[config.mk]
export PLATFORM = sky130hd
export DESIGN_NAME = raster_stream_tx
export DESIGN_NICKNAME = d
export VERILOG_FILES = /design/src/rtl/raster_pkg.sv /design/src/rtl/raster_stream_tx_blank_timer.sv /design/src/rtl/raster_stream_tx.sv
export SDC_FILE = /design/constraint.sdc
export NUM_CORES = 1
export LEC_CHECK = 0
export CORE_MARGIN = 8
export CORE_UTILIZATION = 35
export CTS_CLUSTER_SIZE = 10
export DETAILED_ROUTE_END_ITERATION = 8
export GPL_TIMING_DRIVEN = 0
export PLACE_DENSITY = 0.69
export SLEW_MARGIN = 0
export SYNTH_ARGS = -nofsm -noshare
export SYNTH_HDL_FRONTEND = slang
export SYNTH_SLANG_ARGS = --single-unit
[constraint.sdc]
create_clock -name clk -period 4.2 [get_ports clk]
set_input_delay 0.84 -clock clk [delete_from_list [all_inputs] [get_ports clk]]
set_output_delay 0.84 -clock clk [all_outputs]
set_load 0.03 [all_outputs]
[src/rtl/raster_pkg.sv]
// raster_pkg: shared definitions for the multi-pixel raster stream blocks.
//   tx_state_t   - transmit FSM state encoding
//   row_width()  - row counter width for a given max row count
//   beat_width() - beat counter width for given max columns / pixels per beat
//   RASTER_*     - default geometry, reusable by the filter blocks
package raster_pkg;

  typedef enum logic [2:0] {
    ST_IDLE,
    ST_SOF,
    ST_VBLANK,
    ST_LINE,
    ST_HBLANK,
    ST_DONE
  } tx_state_t;

  function automatic int unsigned row_width(input int unsigned rows);
    return (rows > 1) ? $clog2(rows) : 1;
  endfunction

  function automatic int unsigned beat_width(input int unsigned cols, input int unsigned pixcnt);
    return (cols / pixcnt > 1) ? $clog2(cols / pixcnt) : 1;
  endfunction

  localparam int unsigned RASTER_ROWS   = 2049;
  localparam int unsigned RASTER_COLS   = 2448;
  localparam int unsigned RASTER_PIXCNT = 8;
  localparam int unsigned RASTER_ROW_W  = row_width(RASTER_ROWS);
  localparam int unsigned RASTER_BEAT_W = beat_width(RASTER_COLS, RASTER_PIXCNT);

endpackage

[src/rtl/raster_stream_tx_blank_timer.sv]
// blank_timer: loadable down-counter used for vertical and horizontal blanking.
//   clk, rst  - clock, synchronous active-high reset
//   load      - load load_val (takes priority over en)
//   load_val  - cycles-minus-one to spend in the blank state
//   en        - decrement while nonzero
//   done      - count has reached zero (last blank cycle)
module blank_timer #(
  parameter int unsigned BLANKW = 8
) (
  input  logic              clk,
  input  logic              rst,
  input  logic              load,
  input  logic [BLANKW-1:0] load_val,
  input  logic              en,
  output logic              done
);

  logic [BLANKW-1:0] cnt;

  always_ff @(posedge clk) begin
    if (rst) begin
      cnt <= '0;
    end else if (load) begin
      cnt <= load_val;
    end else if (en && cnt != '0) begin
      cnt <= cnt - 1'b1;
    end
  end

  assign done = (cnt == '0);

endmodule

[src/rtl/raster_stream_tx.sv]
// raster_stream_tx: transmit end of the multi-pixel raster stream.
// Emits new_frame, vblank idle cycles, then rows x beats data beats with
// hblank idle cycles between rows, pulling words from a valid/ready source.
//   clk, rst          - clock, synchronous active-high reset
//   start, abort      - begin frame (IDLE only) / terminate frame
//   rows, cols        - frame geometry, latched on accepted start
//   hblank, vblank    - blanking cycle counts, latched on accepted start
//   s_data/valid/ready- upstream pixel words (pixel 0 in LSBs)
//   new_frame         - start-of-frame pulse
//   data_out/data_vld - stream beats (latency 1 from acceptance)
//   busy, frame_done  - frame in progress / frame complete pulse
//   cfg_err           - start rejected (rows or beats zero)
//   stall_cnt         - saturating count of LINE cycles without s_valid
module raster_stream_tx
  import raster_pkg::*;
#(
  parameter int unsigned DWIDTH = 10,
  parameter int unsigned PIXCNT = 8,
  parameter int unsigned ROWS   = 2049,
  parameter int unsigned COLS   = 2448,
  parameter int unsigned BLANKW = 8
) (
  input  logic                       clk,
  input  logic                       rst,
  input  logic                       start,
  input  logic                       abort,
  input  logic [$clog2(ROWS)-1:0]    rows,
  input  logic [$clog2(COLS)-1:0]    cols,
  input  logic [BLANKW-1:0]          hblank,
  input  logic [BLANKW-1:0]          vblank,
  input  logic [DWIDTH*PIXCNT-1:0]   s_data,
  input  logic                       s_valid,
  output logic                       s_ready,
  output logic                       new_frame,
  output logic [DWIDTH*PIXCNT-1:0]   data_out,
  output logic                       data_vld,
  output logic                       busy,
  output logic                       frame_done,
  output logic                       cfg_err,
  output logic [15:0]                stall_cnt
);

  localparam int unsigned PIXCNTBITS = $clog2(PIXCNT);
  localparam int unsigned ROWW       = row_width(ROWS);
  localparam int unsigned BEATW      = beat_width(COLS, PIXCNT);

  tx_state_t         state, state_next;
  logic [ROWW-1:0]   rows_q, row_cnt;
  logic [BEATW-1:0]  beats_q, beat_cnt, beats_in;
  logic [BLANKW-1:0] hblank_q, vblank_q, tmr_val;
  logic              accept, row_end, last_row, cfg_ok;
  logic              tmr_load, tmr_en, tmr_done;

  assign beats_in = BEATW'(cols >> PIXCNTBITS);
  assign cfg_ok   = (rows != '0) && (beats_in != '0);
  assign s_ready  = (state == ST_LINE);
  assign accept   = s_ready && s_valid;
  assign row_end  = (beat_cnt == beats_q - 1'b1);
  assign last_row = (row_cnt == rows_q - 1'b1);

  // Timer is loaded with (count - 1) on the cycle before entering a blank
  // state so that it reads zero on the last blank cycle.
  assign tmr_load = (state == ST_SOF) || (accept && row_end);
  assign tmr_val  = (state == ST_SOF) ? vblank_q - 1'b1 : hblank_q - 1'b1;
  assign tmr_en   = (state == ST_VBLANK) || (state == ST_HBLANK);

  blank_timer #(.BLANKW(BLANKW)) u_blank_timer (
    .clk      (clk),
    .rst      (rst),
    .load     (tmr_load),
    .load_val (tmr_val),
    .en       (tmr_en),
    .done     (tmr_done)
  );

  always_comb begin
    state_next = state;
    unique case (state)
      ST_IDLE:   if (start && !abort && cfg_ok) state_next = ST_SOF;
      ST_SOF:    state_next = (vblank_q != '0) ? ST_VBLANK : ST_LINE;
      ST_VBLANK: if (tmr_done) state_next = ST_LINE;
      ST_LINE: begin
        if (accept && row_end) begin
          if (last_row)            state_next = ST_DONE;
          else if (hblank_q != '0) state_next = ST_HBLANK;
        end
      end
      ST_HBLANK: if (tmr_done) state_next = ST_LINE;
      ST_DONE:   state_next = ST_IDLE;
      default:   state_next = ST_IDLE;
    endcase
    if (abort && state != ST_IDLE) state_next = ST_IDLE;
  end

  // Status outputs are registered from the next state so they line up with
  // the state they describe.
  always_ff @(posedge clk) begin
    if (rst) begin
      state      <= ST_IDLE;
      busy       <= 1'b0;
      new_frame  <= 1'b0;
      frame_done <= 1'b0;
      cfg_err    <= 1'b0;
      data_vld   <= 1'b0;
      data_out   <= '0;
      stall_cnt  <= '0;
      rows_q     <= '0;
      beats_q    <= '0;
      hblank_q   <= '0;
      vblank_q   <= '0;
      row_cnt    <= '0;
      beat_cnt   <= '0;
    end else begin
      state      <= state_next;
      busy       <= (state_next != ST_IDLE);
      new_frame  <= (state_next == ST_SOF);
      frame_done <= (state_next == ST_DONE);
      cfg_err    <= (state == ST_IDLE) && start && !abort && !cfg_ok;
      data_vld   <= accept;
      if (accept) data_out <= s_data;

      if (state == ST_IDLE && state_next == ST_SOF) begin
        rows_q    <= rows;
        beats_q   <= beats_in;
        hblank_q  <= hblank;
        vblank_q  <= vblank;
        row_cnt   <= '0;
        beat_cnt  <= '0;
        stall_cnt <= '0;
      end

      if (state == ST_LINE) begin
        if (!s_valid && stall_cnt != 16'hFFFF) stall_cnt <= stall_cnt + 16'd1;
        if (accept) begin
          if (row_end) begin
            beat_cnt <= '0;
            row_cnt  <= row_cnt + 1'b1;
          end else begin
            beat_cnt <= beat_cnt + 1'b1;
          end
        end
      end
    end
  end

endmodule
---- Word level (Yosys, flattened, before mapping) ----
Cells that the tools add are included.
storage, ports and cells
  input bits .............................. 125
  bits in registers ....................... 170
  word-level logic and storage cells ...... 82
cells by class
  mux-type cells .......................... 22
  eq/ne operators ......................... 9
  reductions and logical operators ........ 28
  add/subtract/negate cells ............... 8
operators by type and width
  cell                   count
  $mux 12                4
  $mux 16                3
  $mux 9                 4
  $mux 8                 3
  $reduce_bool 8->1      3
  $sub 8x1->8 const B    3
  $mux 3                 6
  $add 16x1->16 const B  1
  $ne 16x16->1 const B   1
  $add 12x1->12 const B  1
  $eq 12x12->1           1
  $logic_and 1x1->1      12
  $pmux 3 s4             1
  $reduce_bool 12->1     1
  $sub 12x1->12 const B  1
  $add 9x1->9 const B    1
  $eq 9x9->1             1
  $reduce_bool 9->1      1
  $sub 9x1->9 const B    1
  $logic_not 8->1        1
  $eq 3x1->1 const B     2
  $eq 3x2->1 const B     2
  $eq 3x3->1 const B     2
  $reduce_bool 3->1      2
  6 further kinds        9

---- Logic depth before layout (Yosys ltp) ----
Gate-level depths: netlist (run 1).
  depth in word-level cells ............... 12
  gate-level depth with buffers ........... 13

---- Modules after synthesis ----
A second synthesis (run 1) with hierarchy kept.
second synthesis, totals
  cell total of the unflattened synthesis .. 965
  area total of the unflattened synthesis .. 7,816.2 um2
by module, submodules not included
  module            cells an instance  sequential area each (um2)  times used  area each (um2)
  raster_stream_tx  906                3,243.1                     1           7,300.8
  blank_timer       59                 160.2                       1           515.5

---- Worst setup path after synthesis (run 1) ----
OpenSTA, ideal clock, no wires.
  path type ............................... reg-to-reg
  start ................................... register beats_q[0]
  end ..................................... register u_blank_timer.cnt[4]
  path slack .............................. 0.846 ns
  required time ........................... 4.114 ns
  arrival ................................. 3.268 ns
  cell stages (with the launch flop) ...... 14
  period minus slack after synthesis ...... 3.354 ns
  library setup time ...................... 0.086 ns
  cells stage by stage .................... dfxtp_1 > inv_1 > ha_1 > or3b_4 > xnor2_1 > a2111o_1 > or4_1 > buf_4 > mux2i_4 > a21oi_1 > ha_1 > nor3b_1 > xnor2_1 > a211oi_1
between the ends
  word-level cells in the longest chain between the ends .. 5
ends and longest elaborated chain
  what                                                RTL line                            text
  start, declared                                     raster_stream_tx.sv:49              logic [BEATW-1:0] beats_q, beat_cnt, beats_in;
  start signal, assigned                              raster_stream_tx.sv:124             beats_q <= beats_in;
  $sub 9x1->9 (*)                                     raster_stream_tx.sv:58              assign row_end = (beat_cnt == beats_q - 1'b1);
  $eq 9x9->1 (*)                                      raster_stream_tx.sv:58
  $logic_and 1x1->1 (*)                               raster_stream_tx.sv:63              assign tmr_load = (state == ST_SOF) || (accept && row_end);
  $logic_or 1x1->1 (*)                                raster_stream_tx.sv:63
  $mux 8 / $reduce_bool 2->1 (equally long branches)  --
  end signal, assigned                                raster_stream_tx_blank_timer.sv:24  cnt <= load_val;
  end signal, assigned                                raster_stream_tx_blank_timer.sv:26  cnt <= cnt - 1'b1;
  end, declared                                       raster_stream_tx_blank_timer.sv:18  logic [BLANKW-1:0] cnt;
Mark *: on every way between the ends. The rest lies on a longest branch, timed or not.
A chain may end at the register's enable or synchronous reset.

---- Final worst setup path (run 1) ----
Same ends and word-level chain as after synthesis.

==> impl_metrics.tcl, run 1 <==
set metrics [dict create \
    drtAntennaViolNets 0 \
    gp_congestion 0.893 \
    ir_drop_v 0.000304 \
    io_pins 227 \
    synth_top_area_share_pct 44.0 \
    end_kind "flop" \
    critPathLaunch "beats_q[0]$_SDFFE_PP0P_" \
    syn_to_final_growth_pct 40.7 \
    dp.cells 1509 \
    cp.required_ns 4.54 \
    n_fill_cell 2116 \
    final_layout_size_suffix_gt1_share_pct 4.05 \
    ff2ff_path_depth 13 \
    r2r_start "beats_q[0]$_SDFFE_PP0P_" \
    cts-root-buf "clkbuf_16" \
    grt_pass1_wl_um 41400 \
    critPathMaxFanout 7 \
    slowest_stage "a2111o_1" \
    drc 0 \
    cpPeakStageDelay_ns 0.56 \
    async_flop_share_pct 0 \
    path_depth 13 \
    design.die.area_mm2 0.0271 \
    slew_headroom_pct 37.5 \
    firstDrtPassIters 5 \
    via_count 7954 \
    holdWs_ns 0.453 \
    htree_levels 4 \
    cts_buffer_depth 2 \
    port_buffers 223 \
    fin_crit_ns 3.73 \
    status "finished clean" \
    clk_latency_ns 0.43 \
    worstPathCellList "inv_1, ha_1, or3b_4, xnor2_1, a2111o_1, or4_1, buf_4, mux2i_4, a21oi_1, ha_1, nor3b_1, xnor2_1, a211oi_1" \
    yosys.area.top_type "dfxtp_1" \
    cp_top_family "simple AND/OR/NAND/NOR gates" \
    crit_buf_inv 2 \
    clock_skew_ns 0.0135 \
    wl_per_cell_um 17.0 \
    vias_per_cell 5.16 \
    antenna_found_initial 1 \
    crit_arrival_ns 4.08 \
    place_hpwl_um 19800 \
    dpl-instance-area_mm2 0.0103 \
    cts_inserted_buffers 17 \
    design_area_mm2 0.0109 \
    multi_input_area_mm2 0.00406 \
    ff2ff_setup_slack_ns 0.47 \
    ys_top_cells_by_area "dfxtp_1 (44%), nand2_1 (12%), a21oi_1 (11%)" \
    final_common_cell "nand2_1" \
    avgSynthCellArea_um2 7.70 \
    cts_hold_buf 0 \
    register_area_mm2 0.00340 \
    grt_setup_unrepaired "no" \
    max-cap-violations 0 \
    ys_ff_latch 170 \
    synth_area_mm2 0.00774 \
    power_leakage_nw 3.76 \
    p_per_area_mw_per_mm2 379 \
    drtIter0Drc 461 \
    rows 54 \
    grt_max_degree 18 \
    finalMaxSlewViolations 0 \
    r2r_end "u_blank_timer.cnt[4]$_SDFFE_PP0P_" \
    ys_types 66 \
    critPathKind "reg -> reg" \
    worstSetupStartpointType "flop" \
    final_cells 1541 \
    yosysSeqAreaShare_pct 44.0 \
    final_cell_mix "nand2_1 (255), clkdlybuf4s50_1 (223), dfxtp_1 (170), a21oi_1 (169), nor2_1 (70)" \
    fmax_mhz 268 \
    yosys_warnings 0 \
    die_x_um 165 \
    path_clk_slew_ns 0.07 \
    synth_nets 1137 \
    synthFlopType "dfxtp_1" \
    synth_edf_count 0 \
    hold_viol 0 \
    clock_sinks 170 \
    worst_pin_slew_ns 0.922 \
    netlist_instances 1006 \
    grt_pass1_vias 7893 \
    finalWirelength_um 26200 \
    core_mm2 0.0218 \
    postCtsSetupBuffers 0 \
    overflow 0 \
    nNetsFinal 1379 \
    setup_viol 0 \
    post_cts.resized_instances 0 \
    cts_tree "done" \
    hp-class "reg -> reg" \
    fin_setup_tns_ns 0 \
    die_h_um 165 \
    grtUsageTotal_pct 19.1 \
    crit_end "u_blank_timer.cnt[4]$_SDFFE_PP0P_" \
    timing.final.crit_share_pct 88.9 \
    start_util_pct 35.6 \
]
[final cells by class]
type                    instances  area share [%]
diodes                          1          0.0230
plain buffers                  62            2.18
clock buffers                  18            4.03
clock inverters                13            1.17
inverters                      10           0.345
multi-input cells             764            37.3
flip-flops and latches        170            31.2
well taps                     280            3.22
repair buffers                223            20.5
[worst min path at each step]
| stage | from | end | slack, ns | depth (start not counted) |
|---|---|---|---|---|
| 5_1_grt | data_out[27]$_SDFFE_PP0P_ | data_out[27]$_SDFFE_PP0P_ | 0.48 | 2 |
| 2_1_floorplan | hblank_q[6]$_SDFFE_PP0P_ | hblank_q[6]$_SDFFE_PP0P_ | 0.44 | 2 |
| 3_3_place_gp | data_out[37]$_SDFFE_PP0P_ | data_out[37]$_SDFFE_PP0P_ | 0.44 | 2 |
| 6_report | data_out[42]$_SDFFE_PP0P_ | data_out[42]$_SDFFE_PP0P_ | 0.45 | 2 |
| 3_5_place_dp | data_out[27]$_SDFFE_PP0P_ | data_out[27]$_SDFFE_PP0P_ | 0.45 | 2 |
| 4_1_cts | data_out[42]$_SDFFE_PP0P_ | data_out[42]$_SDFFE_PP0P_ | 0.46 | 2 |
[cells by family after synthesis]
kind of cell    after synthesis  share of synthesized area [%]
buf+inv                      72                           3.56
flops                       170                           44.0
simple gates                452                           26.6
compound gates              275                           20.6
mux                           7                           1.37
fa+ha+maj                     7                           1.10
xor+xnor                     23                           2.78
[power by group]
| group | leakage (nW) | switching [mW] | total [mW] | internal [mW] |
|---|---|---|---|---|
| clock network | 0.277 | 0.732 | 1.53 | 0.801 |
| registers | 1.37 | 0.0671 | 1.75 | 1.68 |
| logic | 2.11 | 0.467 | 0.853 | 0.386 |
| total | 3.76 | 1.27 | 4.13 | 2.87 |
[state kept, by name (all words and copies together), names as in the netlist, 3 cells and up]
name / count
rows_q: 12
hblank_q: 8
u_blank_timer.cnt: 8
vblank_q: 8
data_out: 80
row_cnt: 12
stall_cnt: 16
state: 3
beat_cnt: 9
beats_q: 9
[cell usage after synthesis, types with 4 or more instances]
| cell type | instances |
|---|---|
| a31oi_1 | 5 |
| and3_1 | 21 |
| nor3b_1 | 7 |
| o41ai_1 | 6 |
| o21ai_0 | 41 |
| ha_1 | 6 |
| nor2b_1 | 9 |
| or4_1 | 4 |
| a2111oi_0 | 6 |
| nand2b_1 | 4 |
| xnor2_1 | 12 |
| a311oi_1 | 4 |
| xor2_1 | 10 |
| and4_1 | 4 |
| a211oi_1 | 8 |
| dfxtp_1 | 170 |
| nand3b_1 | 14 |
| nor3_1 | 8 |
| nand3_1 | 14 |
| or3b_2 | 6 |
| and2_1 | 6 |
| inv_1 | 10 |
| a21oi_1 | 169 |
| nand2_1 | 255 |
| nor4_1 | 13 |
| nor2_1 | 70 |
| a41oi_1 | 5 |
| clkbuf_1 | 58 |
| or3_1 | 7 |
[worst min-delay path, cell delays in order, from the launching register on]
cell	delay [ns]
dfxtp_1	0.31
nand2_1	0.05
a21oi_1	0.05
[per-stage QoR]
stage | power [mW] | util [%] | setup WS, ns
floorplan | 2.32 | - | 0.846
global placement | 2.61 | 47.5 | 0.385
detailed placement | 2.62 | 47.5 | 0.389
CTS | 4.16 | 50.1 | 0.497
global route | 4.33 | 50.1 | 0.234
finish | 4.13 | 50.1 | 0.466
[routing by layer]
layer | track usage [%] | vias to the layer above | part of all wire [%]
li1 | - | 3994 | -
met5 | 0 | - | 0
met3 | 9.10 | 32 | 11
met2 | 31.4 | 253 | 47
met1 | 21.4 | 3675 | 40
met4 | 6.80 | 0 | 2.2
(Power assumes the default switching activity.)
==> run 2: changes to the inputs <==
REMOVE_ABC_BUFFERS = 1   (was unset)
==> impl_metrics.tcl, run 2 (synthesis results as in run 1) <==
set metrics [dict create \
    drtAntennaViolNets 0 \
    via_count 7540 \
    critPathMaxFanout 44 \
    max-cap-violations 0 \
    power_leakage_nw 3.73 \
    final_layout_size_suffix_gt1_share_pct 4.90 \
    regMostFlops "data_out" \
    grt_pass1_vias 7146 \
    design.die.area_mm2 0.0271 \
    grt_max_degree 121 \
    clock_skew_ns 0.0153 \
    cts_buffer_depth 2 \
    largest_reg_flops 80 \
    firstDrtPassIters 5 \
    cts_inserted_buffers 17 \
    worstSetupStartpointType "input pin" \
    hp-class "reg -> reg" \
    fmax_mhz 250 \
    gp_congestion 0.829 \
    finalWirelength_um 23800 \
    post_cts.resized_instances 0 \
    critPathKind "in -> reg" \
    top_regs "data_out: 80 flops, stall_cnt: 16 flops" \
    die_x_um 165 \
    crit_arrival_ns 4.33 \
    grtUsageTotal_pct 16.8 \
    worst_pin_slew_ns 1.27 \
    cpPeakStageDelay_ns 0.68 \
    cts-root-buf "clkbuf_16" \
    rows 54 \
    path_clk_slew_ns 0.07 \
    clk_latency_ns 0.43 \
    final_cells 1483 \
    port_buffers 223 \
    hold_viol 0 \
    drc 0 \
    p_per_area_mw_per_mm2 382 \
    core_mm2 0.0218 \
    setup_viol 0 \
    slowest_stage "clkdlybuf4s50_1" \
    clock_sinks 170 \
    postCtsSetupBuffers 0 \
    antenna_found_initial 2 \
    cp.required_ns 4.53 \
    place_hpwl_um 16600 \
    final_common_cell "nand2_1" \
    fin_setup_tns_ns 0 \
    die_h_um 165 \
    dp.cells 1450 \
    start_util_pct 35.6 \
    holdWs_ns 0.453 \
    grt_setup_unrepaired "no" \
    wl_per_cell_um 16.1 \
    worstPathCellList "clkdlybuf4s50_1, and4b_4, buf_12, nand2_1, a2111oi_0, a41oi_1, a21oi_1, inv_1, ha_1, nor3b_1, xnor2_1, a211oi_1" \
    grt_pass1_wl_um 36800 \
    diodes 0 \
    cts_hold_buf 0 \
    io_pins 227 \
    final_cell_mix "nand2_1 (254), clkdlybuf4s50_1 (222), dfxtp_1 (170), a21oi_1 (169), nor2_1 (69)" \
    fin_crit_ns 4.00 \
    end_kind "flop" \
    vias_per_cell 5.08 \
    slew_headroom_pct 15.3 \
    nNetsFinal 1321 \
    status "finished clean" \
    ir_drop_v 0.000281 \
    overflow 0 \
    syn_to_final_growth_pct 39.1 \
    drtIter0Drc 343 \
    timing.final.crit_share_pct 95.3 \
    cts_tree "done" \
    finalMaxSlewViolations 0 \
    htree_levels 4 \
]
==> run 2: changes by cell type in the layout (fill, tap and decap cells not counted), moves of 2 or more <==
cell / delta
buf_1: -2
clkbuf_1: -58
clkinvlp_4: +2
buf_16: +2
inv_8: +2
==> run 2: layout make-up <==
class	instances	area, um2
clock inverter	15	148
sequential	170	3400
clock buffer	17	425
inverter	10	37.5
timing repair buffer	226	2310
multi-input combinational	765	4100
tap	280	350
fill	2169	11000
==> run 2: per-stage QoR <==
stage / total power, mW / util, % / setup WS (ns) / cell area, um2
3_5_place_dp: 2.60 / 46.8 / -0.317 / 10200
5_1_grt: 4.33 / 49.5 / 0.0228 / 10800
6_report: 4.11 / 49.5 / 0.198 / 10800
3_3_place_gp: 2.58 / 46.4 / -2.85 / 10100
4_1_cts: 4.15 / 49.4 / 0.0284 / 10800
2_1_floorplan: 2.29 / - / -0.559 / 7500
==> run 2: worst paths after layout <==
check	start	end	slack (ns)	cells past startpoint
min	data_out[31]$_SDFFE_PP0P_	data_out[31]$_SDFFE_PP0P_	0.45	2
max reg2reg	beats_q[0]$_SDFFE_PP0P_	u_blank_timer.cnt[4]$_SDFFE_PP0P_	0.37	12
max	s_valid	u_blank_timer.cnt[4]$_SDFFE_PP0P_	0.20	12
min reg2reg	data_out[31]$_SDFFE_PP0P_	data_out[31]$_SDFFE_PP0P_	0.45	2
==> run 2: worst max-delay path: cells and delay by family <==
kind,cells,cell delay (ns)
fa+ha+maj,1,0.25
buf+inv,3,1.02
compound gates,4,1.26
xor+xnor,1,0.15
simple gates,3,0.77
==> run 2: power by group <==
group | internal, mW | switching, mW | leakage [nW]
logic | 0.378 | 0.443 | 2.08
registers | 1.68 | 0.0672 | 1.37
clock network | 0.793 | 0.748 | 0.274
==> run 2: routing by layer <==
| metal | part of all wire, % | global-route usage [%] |
|---|---|---|
| met1 | 42 | 19.1 |
| met2 | 48 | 28.1 |
| met3 | 8.2 | 7.20 |
| met4 | 1.2 | 4.87 |
| met5 | 0.11 | 0 |
